### src/rtl/citadel_uart_pkg.sv
// ============================================================================
//  Module   : citadel_uart_pkg
//  Purpose  : Shared constants and FSM state encodings for the uart0 peripheral.
//  Revision : 1.0 - initial release
// ============================================================================
`default_nettype none

package citadel_uart_pkg;

    localparam int          DATA_BITS     = 8;
    localparam int          BIT_IDX_W     = $clog2(DATA_BITS);
    localparam logic [31:0] RX_EMPTY_WORD = 32'hFFFF_FFFF;

    typedef enum logic [1:0] {
        TX_IDLE  = 2'd0,
        TX_START = 2'd1,
        TX_DATA  = 2'd2,
        TX_STOP  = 2'd3
    } tx_state_t;

    typedef enum logic [1:0] {
        RX_IDLE  = 2'd0,
        RX_START = 2'd1,
        RX_DATA  = 2'd2,
        RX_STOP  = 2'd3
    } rx_state_t;

endpackage

`default_nettype wire

### src/rtl/citadel_uart_rx.sv
// ============================================================================
//  Module   : citadel_uart_rx
//  Purpose  : 8N1 receiver: input synchronizer, mid-bit sampling FSM, one-cycle
//             byte strobe.
//  Revision : 1.0 - initial release
// ============================================================================
`default_nettype none

module citadel_uart_rx
    import citadel_uart_pkg::*;
#(
    parameter int CLKS_PER_BIT = 868
) (
    input  logic                 r_clk,
    input  logic                 rst_n,
    input  logic                 i_rx,
    output logic                 o_byte_valid,
    output logic [DATA_BITS-1:0] o_byte_data
);

    localparam int             CNT_W       = $clog2(CLKS_PER_BIT);
    localparam logic [CNT_W-1:0] c_BIT_LAST  = CNT_W'(CLKS_PER_BIT - 1);
    localparam logic [CNT_W-1:0] c_HALF_LAST = CNT_W'(CLKS_PER_BIT / 2 - 1);
    localparam logic [BIT_IDX_W-1:0] c_LAST_BIT = BIT_IDX_W'(DATA_BITS - 1);

    logic                 r_sync1;
    logic                 r_sync2;
    logic                 r_sync3;
    rx_state_t            r_state;
    logic [CNT_W-1:0]     r_cnt;
    logic [BIT_IDX_W-1:0] r_bit;
    logic [DATA_BITS-1:0] r_shift;
    logic                 r_ferr;
    logic                 r_valid;

    rx_state_t            w_state_nxt;
    logic [CNT_W-1:0]     w_cnt_nxt;
    logic [BIT_IDX_W-1:0] w_bit_nxt;
    logic [DATA_BITS-1:0] w_shift_nxt;
    logic                 w_ferr_nxt;
    logic                 w_valid_nxt;

    // r_sync3 only delays the synchronized line for falling-edge detection.
    always_ff @(posedge r_clk) begin
        if (!rst_n) begin
            r_sync1 <= 1'b1;
            r_sync2 <= 1'b1;
            r_sync3 <= 1'b1;
        end else begin
            r_sync1 <= i_rx;
            r_sync2 <= r_sync1;
            r_sync3 <= r_sync2;
        end
    end

    always_ff @(posedge r_clk) begin
        if (!rst_n) begin
            r_state <= RX_IDLE;
            r_cnt   <= '0;
            r_bit   <= '0;
            r_shift <= '0;
            r_ferr  <= 1'b0;
            r_valid <= 1'b0;
        end else begin
            r_state <= w_state_nxt;
            r_cnt   <= w_cnt_nxt;
            r_bit   <= w_bit_nxt;
            r_shift <= w_shift_nxt;
            r_ferr  <= w_ferr_nxt;
            r_valid <= w_valid_nxt;
        end
    end

    always_comb begin
        w_state_nxt = r_state;
        w_cnt_nxt   = r_cnt + 1'b1;
        w_bit_nxt   = r_bit;
        w_shift_nxt = r_shift;
        w_ferr_nxt  = r_ferr;
        w_valid_nxt = 1'b0;
        case (r_state)
            RX_IDLE: begin
                w_cnt_nxt  = '0;
                w_ferr_nxt = 1'b0;
                if (!r_sync2 && r_sync3) begin
                    w_state_nxt = RX_START;
                end
            end
            RX_START: begin
                if (r_cnt == c_HALF_LAST) begin
                    w_cnt_nxt   = '0;
                    w_bit_nxt   = '0;
                    w_state_nxt = r_sync2 ? RX_IDLE : RX_DATA;
                end
            end
            RX_DATA: begin
                if (r_cnt == c_BIT_LAST) begin
                    w_cnt_nxt   = '0;
                    w_shift_nxt = {r_sync2, r_shift[DATA_BITS-1:1]};
                    if (r_bit == c_LAST_BIT) begin
                        w_state_nxt = RX_STOP;
                    end else begin
                        w_bit_nxt = r_bit + 1'b1;
                    end
                end
            end
            RX_STOP: begin
                // After a bad stop bit, hold here until the line idles high.
                if (r_ferr) begin
                    w_cnt_nxt = '0;
                    if (r_sync2) begin
                        w_state_nxt = RX_IDLE;
                    end
                end else if (r_cnt == c_BIT_LAST) begin
                    w_cnt_nxt = '0;
                    if (r_sync2) begin
                        w_valid_nxt = 1'b1;
                        w_state_nxt = RX_IDLE;
                    end else begin
                        w_ferr_nxt = 1'b1;
                    end
                end
            end
            default: w_state_nxt = RX_IDLE;
        endcase
    end

    assign o_byte_valid = r_valid;
    assign o_byte_data  = r_shift;

endmodule

`default_nettype wire

### src/rtl/citadel_uart.sv
// ============================================================================
//  Module   : citadel_uart
//  Purpose  : 8N1 UART (uart0): TX FSM plus RX buffer. Define UART_RX_FIFO_EN
//             to replace the single holding register with an RX FIFO.
//  Revision : 1.0 - initial release
// ============================================================================
`default_nettype none

module citadel_uart
    import citadel_uart_pkg::*;
#(
    parameter int CLKS_PER_BIT  = 868,
    parameter int RX_FIFO_DEPTH = 16
) (
    input  logic        r_clk,
    input  logic        rst_n,
    input  logic        rx,
    output logic        tx,
    input  logic        we,
    input  logic        re,
    input  logic [31:0] so,
    output logic [31:0] si,
    output logic        wa
);

    localparam int                   CNT_W      = $clog2(CLKS_PER_BIT);
    localparam logic [CNT_W-1:0]     c_BIT_LAST = CNT_W'(CLKS_PER_BIT - 1);
    localparam logic [BIT_IDX_W-1:0] c_LAST_BIT = BIT_IDX_W'(DATA_BITS - 1);

    tx_state_t            r_tx_state;
    logic [CNT_W-1:0]     r_tx_cnt;
    logic [BIT_IDX_W-1:0] r_tx_bit;
    logic [DATA_BITS-1:0] r_tx_shift;
    logic                 r_tx;

    tx_state_t            w_tx_state_nxt;
    logic [CNT_W-1:0]     w_tx_cnt_nxt;
    logic [BIT_IDX_W-1:0] w_tx_bit_nxt;
    logic [DATA_BITS-1:0] w_tx_shift_nxt;
    logic                 w_tx_nxt;

    logic                 w_byte_valid;
    logic [DATA_BITS-1:0] w_byte_data;
    logic [23:0]          w_unused_so;

    assign w_unused_so = so[31:8];

    always_ff @(posedge r_clk) begin
        if (!rst_n) begin
            r_tx_state <= TX_IDLE;
            r_tx_cnt   <= '0;
            r_tx_bit   <= '0;
            r_tx_shift <= '0;
            r_tx       <= 1'b1;
        end else begin
            r_tx_state <= w_tx_state_nxt;
            r_tx_cnt   <= w_tx_cnt_nxt;
            r_tx_bit   <= w_tx_bit_nxt;
            r_tx_shift <= w_tx_shift_nxt;
            r_tx       <= w_tx_nxt;
        end
    end

    // The line level is registered alongside the state so tx never glitches.
    always_comb begin
        w_tx_state_nxt = r_tx_state;
        w_tx_cnt_nxt   = r_tx_cnt + 1'b1;
        w_tx_bit_nxt   = r_tx_bit;
        w_tx_shift_nxt = r_tx_shift;
        w_tx_nxt       = r_tx;
        case (r_tx_state)
            TX_IDLE: begin
                w_tx_cnt_nxt = '0;
                w_tx_nxt     = 1'b1;
                if (we) begin
                    w_tx_shift_nxt = so[DATA_BITS-1:0];
                    w_tx_state_nxt = TX_START;
                    w_tx_nxt       = 1'b0;
                end
            end
            TX_START: begin
                if (r_tx_cnt == c_BIT_LAST) begin
                    w_tx_cnt_nxt   = '0;
                    w_tx_bit_nxt   = '0;
                    w_tx_state_nxt = TX_DATA;
                    w_tx_nxt       = r_tx_shift[0];
                end
            end
            TX_DATA: begin
                if (r_tx_cnt == c_BIT_LAST) begin
                    w_tx_cnt_nxt = '0;
                    if (r_tx_bit == c_LAST_BIT) begin
                        w_tx_state_nxt = TX_STOP;
                        w_tx_nxt       = 1'b1;
                    end else begin
                        w_tx_bit_nxt   = r_tx_bit + 1'b1;
                        w_tx_shift_nxt = {1'b0, r_tx_shift[DATA_BITS-1:1]};
                        w_tx_nxt       = r_tx_shift[1];
                    end
                end
            end
            TX_STOP: begin
                if (r_tx_cnt == c_BIT_LAST) begin
                    w_tx_cnt_nxt   = '0;
                    w_tx_state_nxt = TX_IDLE;
                end
            end
            default: begin
                w_tx_state_nxt = TX_IDLE;
                w_tx_nxt       = 1'b1;
            end
        endcase
    end

    assign tx = r_tx;
    assign wa = (r_tx_state != TX_IDLE);

    citadel_uart_rx #(
        .CLKS_PER_BIT (CLKS_PER_BIT)
    ) u_rx (
        .r_clk        (r_clk),
        .rst_n        (rst_n),
        .i_rx         (rx),
        .o_byte_valid (w_byte_valid),
        .o_byte_data  (w_byte_data)
    );

`ifdef UART_RX_FIFO_EN
    localparam int PTR_W = $clog2(RX_FIFO_DEPTH);
    localparam logic [PTR_W:0] c_FIFO_FULL = (PTR_W + 1)'(RX_FIFO_DEPTH);

    logic [DATA_BITS-1:0] r_fifo_mem [RX_FIFO_DEPTH];
    logic [PTR_W-1:0]     r_wr_ptr;
    logic [PTR_W-1:0]     r_rd_ptr;
    logic [PTR_W:0]       r_count;
    logic                 w_empty;
    logic                 w_full;
    logic                 w_push;
    logic                 w_pop;

    assign w_empty = (r_count == '0);
    assign w_full  = (r_count == c_FIFO_FULL);
    assign w_pop   = re && !w_empty;
    // A pop in the same cycle frees the slot, so a full FIFO still accepts.
    assign w_push  = w_byte_valid && (!w_full || w_pop);

    always_ff @(posedge r_clk) begin
        if (w_push) begin
            r_fifo_mem[r_wr_ptr] <= w_byte_data;
        end
    end

    always_ff @(posedge r_clk) begin
        if (!rst_n) begin
            r_wr_ptr <= '0;
            r_rd_ptr <= '0;
            r_count  <= '0;
        end else begin
            if (w_push) begin
                r_wr_ptr <= r_wr_ptr + 1'b1;
            end
            if (w_pop) begin
                r_rd_ptr <= r_rd_ptr + 1'b1;
            end
            case ({w_push, w_pop})
                2'b10:   r_count <= r_count + 1'b1;
                2'b01:   r_count <= r_count - 1'b1;
                default: r_count <= r_count;
            endcase
        end
    end

    assign si = w_empty ? RX_EMPTY_WORD : {24'h0, r_fifo_mem[r_rd_ptr]};
`else
    logic [DATA_BITS-1:0] r_rx_data;
    logic                 r_rx_valid;
    logic [31:0]          w_unused_depth;

    assign w_unused_depth = RX_FIFO_DEPTH;

    // A completing byte takes priority over a same-cycle pop (overrun keeps newest).
    always_ff @(posedge r_clk) begin
        if (!rst_n) begin
            r_rx_data  <= '0;
            r_rx_valid <= 1'b0;
        end else if (w_byte_valid) begin
            r_rx_data  <= w_byte_data;
            r_rx_valid <= 1'b1;
        end else if (re) begin
            r_rx_valid <= 1'b0;
        end
    end

    assign si = r_rx_valid ? {24'h0, r_rx_data} : RX_EMPTY_WORD;
`endif

endmodule

`default_nettype wire

### config.mk
export PLATFORM = sky130hd
export DESIGN_NAME = citadel_uart
export DESIGN_NICKNAME = d
export VERILOG_FILES = /design/src/rtl/citadel_uart_pkg.sv /design/src/rtl/citadel_uart_rx.sv /design/src/rtl/citadel_uart.sv
export SDC_FILE = /design/constraint.sdc
export NUM_CORES = 1
export LEC_CHECK = 0
export BUFFER_PORTS_ARGS = -buffer_cell sky130_fd_sc_hd__buf_4
export CAP_MARGIN = 20
export CORE_MARGIN = 2
export CORE_UTILIZATION = 30
export CTS_CLUSTER_DIAMETER = 60
export DETAILED_ROUTE_END_ITERATION = 16
export GPL_ROUTABILITY_DRIVEN = 0
export HOLD_SLACK_MARGIN = 0.03
export PLACE_DENSITY_LB_ADDON = 0.12
export SKIP_LAST_GASP = 1
export SLEW_MARGIN = 20
export SYNTH_ARGS = -nofsm -noshare
export SYNTH_HDL_FRONTEND = slang
export SYNTH_SLANG_ARGS = --single-unit
### constraint.sdc
create_clock -name r_clk -period 3.6 [get_ports r_clk]
set_input_delay 0 -clock r_clk [delete_from_list [all_inputs] [get_ports r_clk]]
set_output_delay 0 -clock r_clk [all_outputs]
set_load 0.1 [all_outputs]
==> impl_metrics.env <==
export IMPL_powerDensity_nw_per_um2=542.6
export IMPL_placedCellCount=482
export IMPL_status="complete, no violations"
export IMPL_grt_antenna_before_repair=0
export IMPL_yosysWarningCount=0
export IMPL_largest_vdd_supply_drop_mv=0.4790
export IMPL_hold_viol=0
export IMPL_timing_max_transition_violations_final=0
export IMPL_worst_path_max_delay_cell="sky130_fd_sc_hd__o21ai_1"
export IMPL_static_leakage_power_nw=1.411
export IMPL_globalRoute_totalOverflow=0
export IMPL_dr_pass1_iters=4
export IMPL_row_count=36
export IMPL_synth_area_per_cell_um2=9.052
export IMPL_post_route_total_power_mw=1.970
export IMPL_asyncSetResetFlopFracSynth=0
export IMPL_relSlewSlack=0.3581
export IMPL_drt_iter0_drc=57
export IMPL_ctsHtreeMaxLevel=3
export IMPL_setup_tns_ps=0
export IMPL_cp_top_family="compound AO/OA/AOI/OAI gates"
export IMPL_finalNonFillerCells=504
export IMPL_vias_per_cell=4.649
export IMPL_via_count=2343
export IMPL_avgRoutedWirePerCell_um=11.89
export IMPL_grt_max_degree=31
export IMPL_setup_violations=0
export IMPL_synthDominantCellAreaShare=0.4003
export IMPL_final_fill_count=1037
export IMPL_critical_path_reg2reg_endpoint="u_rx.r_cnt[7]"
export IMPL_mappedNetlistArea_um2=3050
export IMPL_floorplan_die_area_um2=10990
export IMPL_layout_area_overhead_vs_synth_pct=19.03
export IMPL_critical_path_cell_chain="ha_1 -> nor4bb_1 -> a32oi_1 -> o21ai_1 -> nor2_1"
export IMPL_fin_crit_ps=2563
export IMPL_tritoncts="done"
export IMPL_required_ps=3800
export IMPL_routed_wl_um=5992
export IMPL_timing_critical_path_to_type="flop"
export IMPL_worst_clock_skew_ps=8.007
export IMPL_timing_critical_path_arrival_ps=2760
export IMPL_worst_r2r_startpoint="u_rx.r_cnt[0]"
export IMPL_clock_path_buffers=2
export IMPL_r2r_cells=5
export IMPL_die_w_um=104.8
export IMPL_n_antenna_cell=0
export IMPL_clock_root_buffer="sky130_fd_sc_hd__clkbuf_8"
export IMPL_worst_skew_pair_late_latency_ps=340
export IMPL_final_antenna_net_count=0
export IMPL_timing_setup_critical_path_class="reg2reg"
export IMPL_die_height_um=104.8
export IMPL_final_common_cell="sky130_fd_sc_hd__dfxtp_1"
export IMPL_core_area_um2=9819
export IMPL_route_met2_wl_um=2597
export IMPL_io_pins=71
export IMPL_detail_route_drc_violations=0
export IMPL_post_synth_main_area_contributors="sky130_fd_sc_hd__dfxtp_1 40%, sky130_fd_sc_hd__mux2i_1 7.5%, sky130_fd_sc_hd__ha_1 6.2%, sky130_fd_sc_hd__buf_4 5.7%, sky130_fd_sc_hd__nor2_1 5.2%"
export IMPL_hold_path_endpoint="tx"
export IMPL_holdPathStages=4
export IMPL_grt_pass1_vias=2194
export IMPL_yosysUniqueCellTypes=45
export IMPL_postSynthRegisterBits=61
export IMPL_path_buf_inv=0
export IMPL_met1_length_um=2978
export IMPL_fin_crit_sh=0.7118
export IMPL_design_final_nets=418
export IMPL_port_buffers=46
export IMPL_final_setup_worst_slack_ps=1037
export IMPL_dp_final_hpwl_um=4124
export IMPL_worst_pin_slew_ps=961.8
export IMPL_cts_post_setup_buffers_inserted=0
export IMPL_critPathMaxFanout=10
export IMPL_grtUsageTotal=0.1144
export IMPL_clk_pin_slew_ps=70
export IMPL_synth_largest_area_cell="sky130_fd_sc_hd__dfxtp_1"
export IMPL_synthesis_instances=337
export IMPL_critPathLaunchType="flop"
export IMPL_fmax_mhz=390.2
export IMPL_grt_pass1_wl_um=10210
export IMPL_rsz0062_at_grt="false"
export IMPL_ys_seq_area_frac=0.4003
export IMPL_min_path_type="in2reg"
export IMPL_clock_sinks=61
export IMPL_layout_cells_most_common_list="61 x sky130_fd_sc_hd__dfxtp_1, 46 x sky130_fd_sc_hd__buf_4, 42 x sky130_fd_sc_hd__nor2_1, 23 x sky130_fd_sc_hd__mux2i_1, 17 x sky130_fd_sc_hd__nand2b_1"
export IMPL_cts_buffers=9
export IMPL_initial_utilization=0.3107
export IMPL_ff2ff_setup_slack_ps=1040
export IMPL_post_place_ws_ps=1053
export IMPL_delay_of_the_slowest_cell_on_the_worst_path_ps=670
export IMPL_synth_fp_nets=389
export IMPL_cap_violations=0
export IMPL_topRoutingLayerUsed="met4"
export IMPL_detailroute_wirelength_met3_um=288
export IMPL_hold_path_startpoint="we"
export IMPL_synth_ff_type="sky130_fd_sc_hd__dfxtp_1"
export IMPL_post_route_cells_drive_above_1_share=0.1806
export IMPL_synth_edf_count=0
export IMPL_final_core_utilization=0.3698
==> cells in the mapped netlist (2+ instances only) <==
cell type / count
sky130_fd_sc_hd__nor2b_1: 11
sky130_fd_sc_hd__nor3_1: 5
sky130_fd_sc_hd__xnor2_1: 9
sky130_fd_sc_hd__a21oi_1: 10
sky130_fd_sc_hd__nand4_1: 5
sky130_fd_sc_hd__inv_1: 15
sky130_fd_sc_hd__nand3_1: 16
sky130_fd_sc_hd__a211oi_1: 7
sky130_fd_sc_hd__or3_1: 4
sky130_fd_sc_hd__o21a_1: 7
sky130_fd_sc_hd__clkbuf_1: 9
sky130_fd_sc_hd__o21ai_0: 4
sky130_fd_sc_hd__dfxtp_1: 61
sky130_fd_sc_hd__and2_1: 2
sky130_fd_sc_hd__ha_1: 15
sky130_fd_sc_hd__buf_1: 2
sky130_fd_sc_hd__mux2i_1: 23
sky130_fd_sc_hd__nand2b_1: 17
sky130_fd_sc_hd__nor4bb_1: 2
sky130_fd_sc_hd__o311a_1: 2
sky130_fd_sc_hd__nand2_1: 15
sky130_fd_sc_hd__nor2_1: 42
sky130_fd_sc_hd__buf_4: 23
sky130_fd_sc_hd__xor2_1: 7
sky130_fd_sc_hd__a31oi_1: 3
sky130_fd_sc_hd__nor4_1: 2
==> cell families after synthesis <==
group / synth area share
AO/OA/AOI/OAI: 0.1153
XOR/XNOR: 0.04594
adder cells (fa/ha/maj): 0.06153
buffers and inverters: 0.08860
flip-flops: 0.4003
multiplexers: 0.07547
AND/OR/NAND/NOR: 0.2129
==> power by group <==
part	internal (mW)	total [mW]	switching, mW
sequential	0.738	0.779	0.0410
combinational	0.182	0.502	0.320
clock	0.393	0.690	0.297
total	1.31	1.97	0.657
==> per-stage QoR <==
stage	area [µm²]	hold slack [ps]
after floorplan	3050	101.5
after global placement	3348	201.2
after detailed placement	3348	205.0
after CTS	3631	98.17
after global routing	3631	122.0
final	3631	113.8
==> registers in the layout (all words and copies together), names as in the netlist, named ones only <==
signal	count
r_rx_valid	1
r_tx_bit	3
u_rx.r_sync2	1
u_rx.r_sync3	1
u_rx.r_state	1
u_rx.r_ferr	1
r_tx_shift	8
u_rx.o_byte_valid	1
u_rx.r_sync1	1
tx	1
r_tx_cnt	10
r_tx_state	2
r_rx_data	8
u_rx.r_cnt	10
u_rx.r_bit	3
u_rx.o_byte_data	8
==> worst reg2reg max path, delay by kind of cell (launching register included) <==
kind,cells,cell delay (ps)
flops,1,430
simple gates,2,730
fa+ha+maj,1,280
compound gates,2,990
==> area by class of cell <==
| class | instances | area [µm²] | area share |
|---|---|---|---|
| multi-input cells | 227 | 1559 | 0.4294 |
| flip-flops and latches | 61 | 1221 | 0.3363 |
| repair buffers | 52 | 405.4 | 0.1116 |
| well taps | 133 | 166.4 | 0.04583 |
| clock buffers | 9 | 123.9 | 0.03411 |
| clock inverters | 7 | 98.84 | 0.02722 |
| inverters | 15 | 56.30 | 0.01551 |
==> worst max-delay path by stage <==
stage / depth (start not counted) / slack (ps) / endpoint / startpoint
2_1_floorplan: 5 / 1550 / flop / u_rx.r_cnt[0]
3_3_place_gp: 5 / 1080 / u_rx.r_cnt[9] / u_rx.r_cnt[0]
3_5_place_dp: 5 / 1050 / u_rx.r_cnt[7] / u_rx.r_cnt[0]
4_1_cts: 5 / 1020 / u_rx.r_cnt[7] / u_rx.r_cnt[0]
5_1_grt: 5 / 820 / r_tx_shift[4] / r_tx_state[0]
6_report: 5 / 1040 / u_rx.r_cnt[7] / u_rx.r_cnt[0]
==> timing repair <==
action,4_1_cts,5_1_grt
hold endpoints to repair,13,0
hold buffers,6,0
gates resized for setup,0,0
==> metal layers <==
metal,up-vias,track usage
met1,1077,0.1431
met2,58,0.1800
met3,11,0.02807
met4,0,0.06286
li1,1197,-
met5,-,0
(Power assumes the default switching activity.)
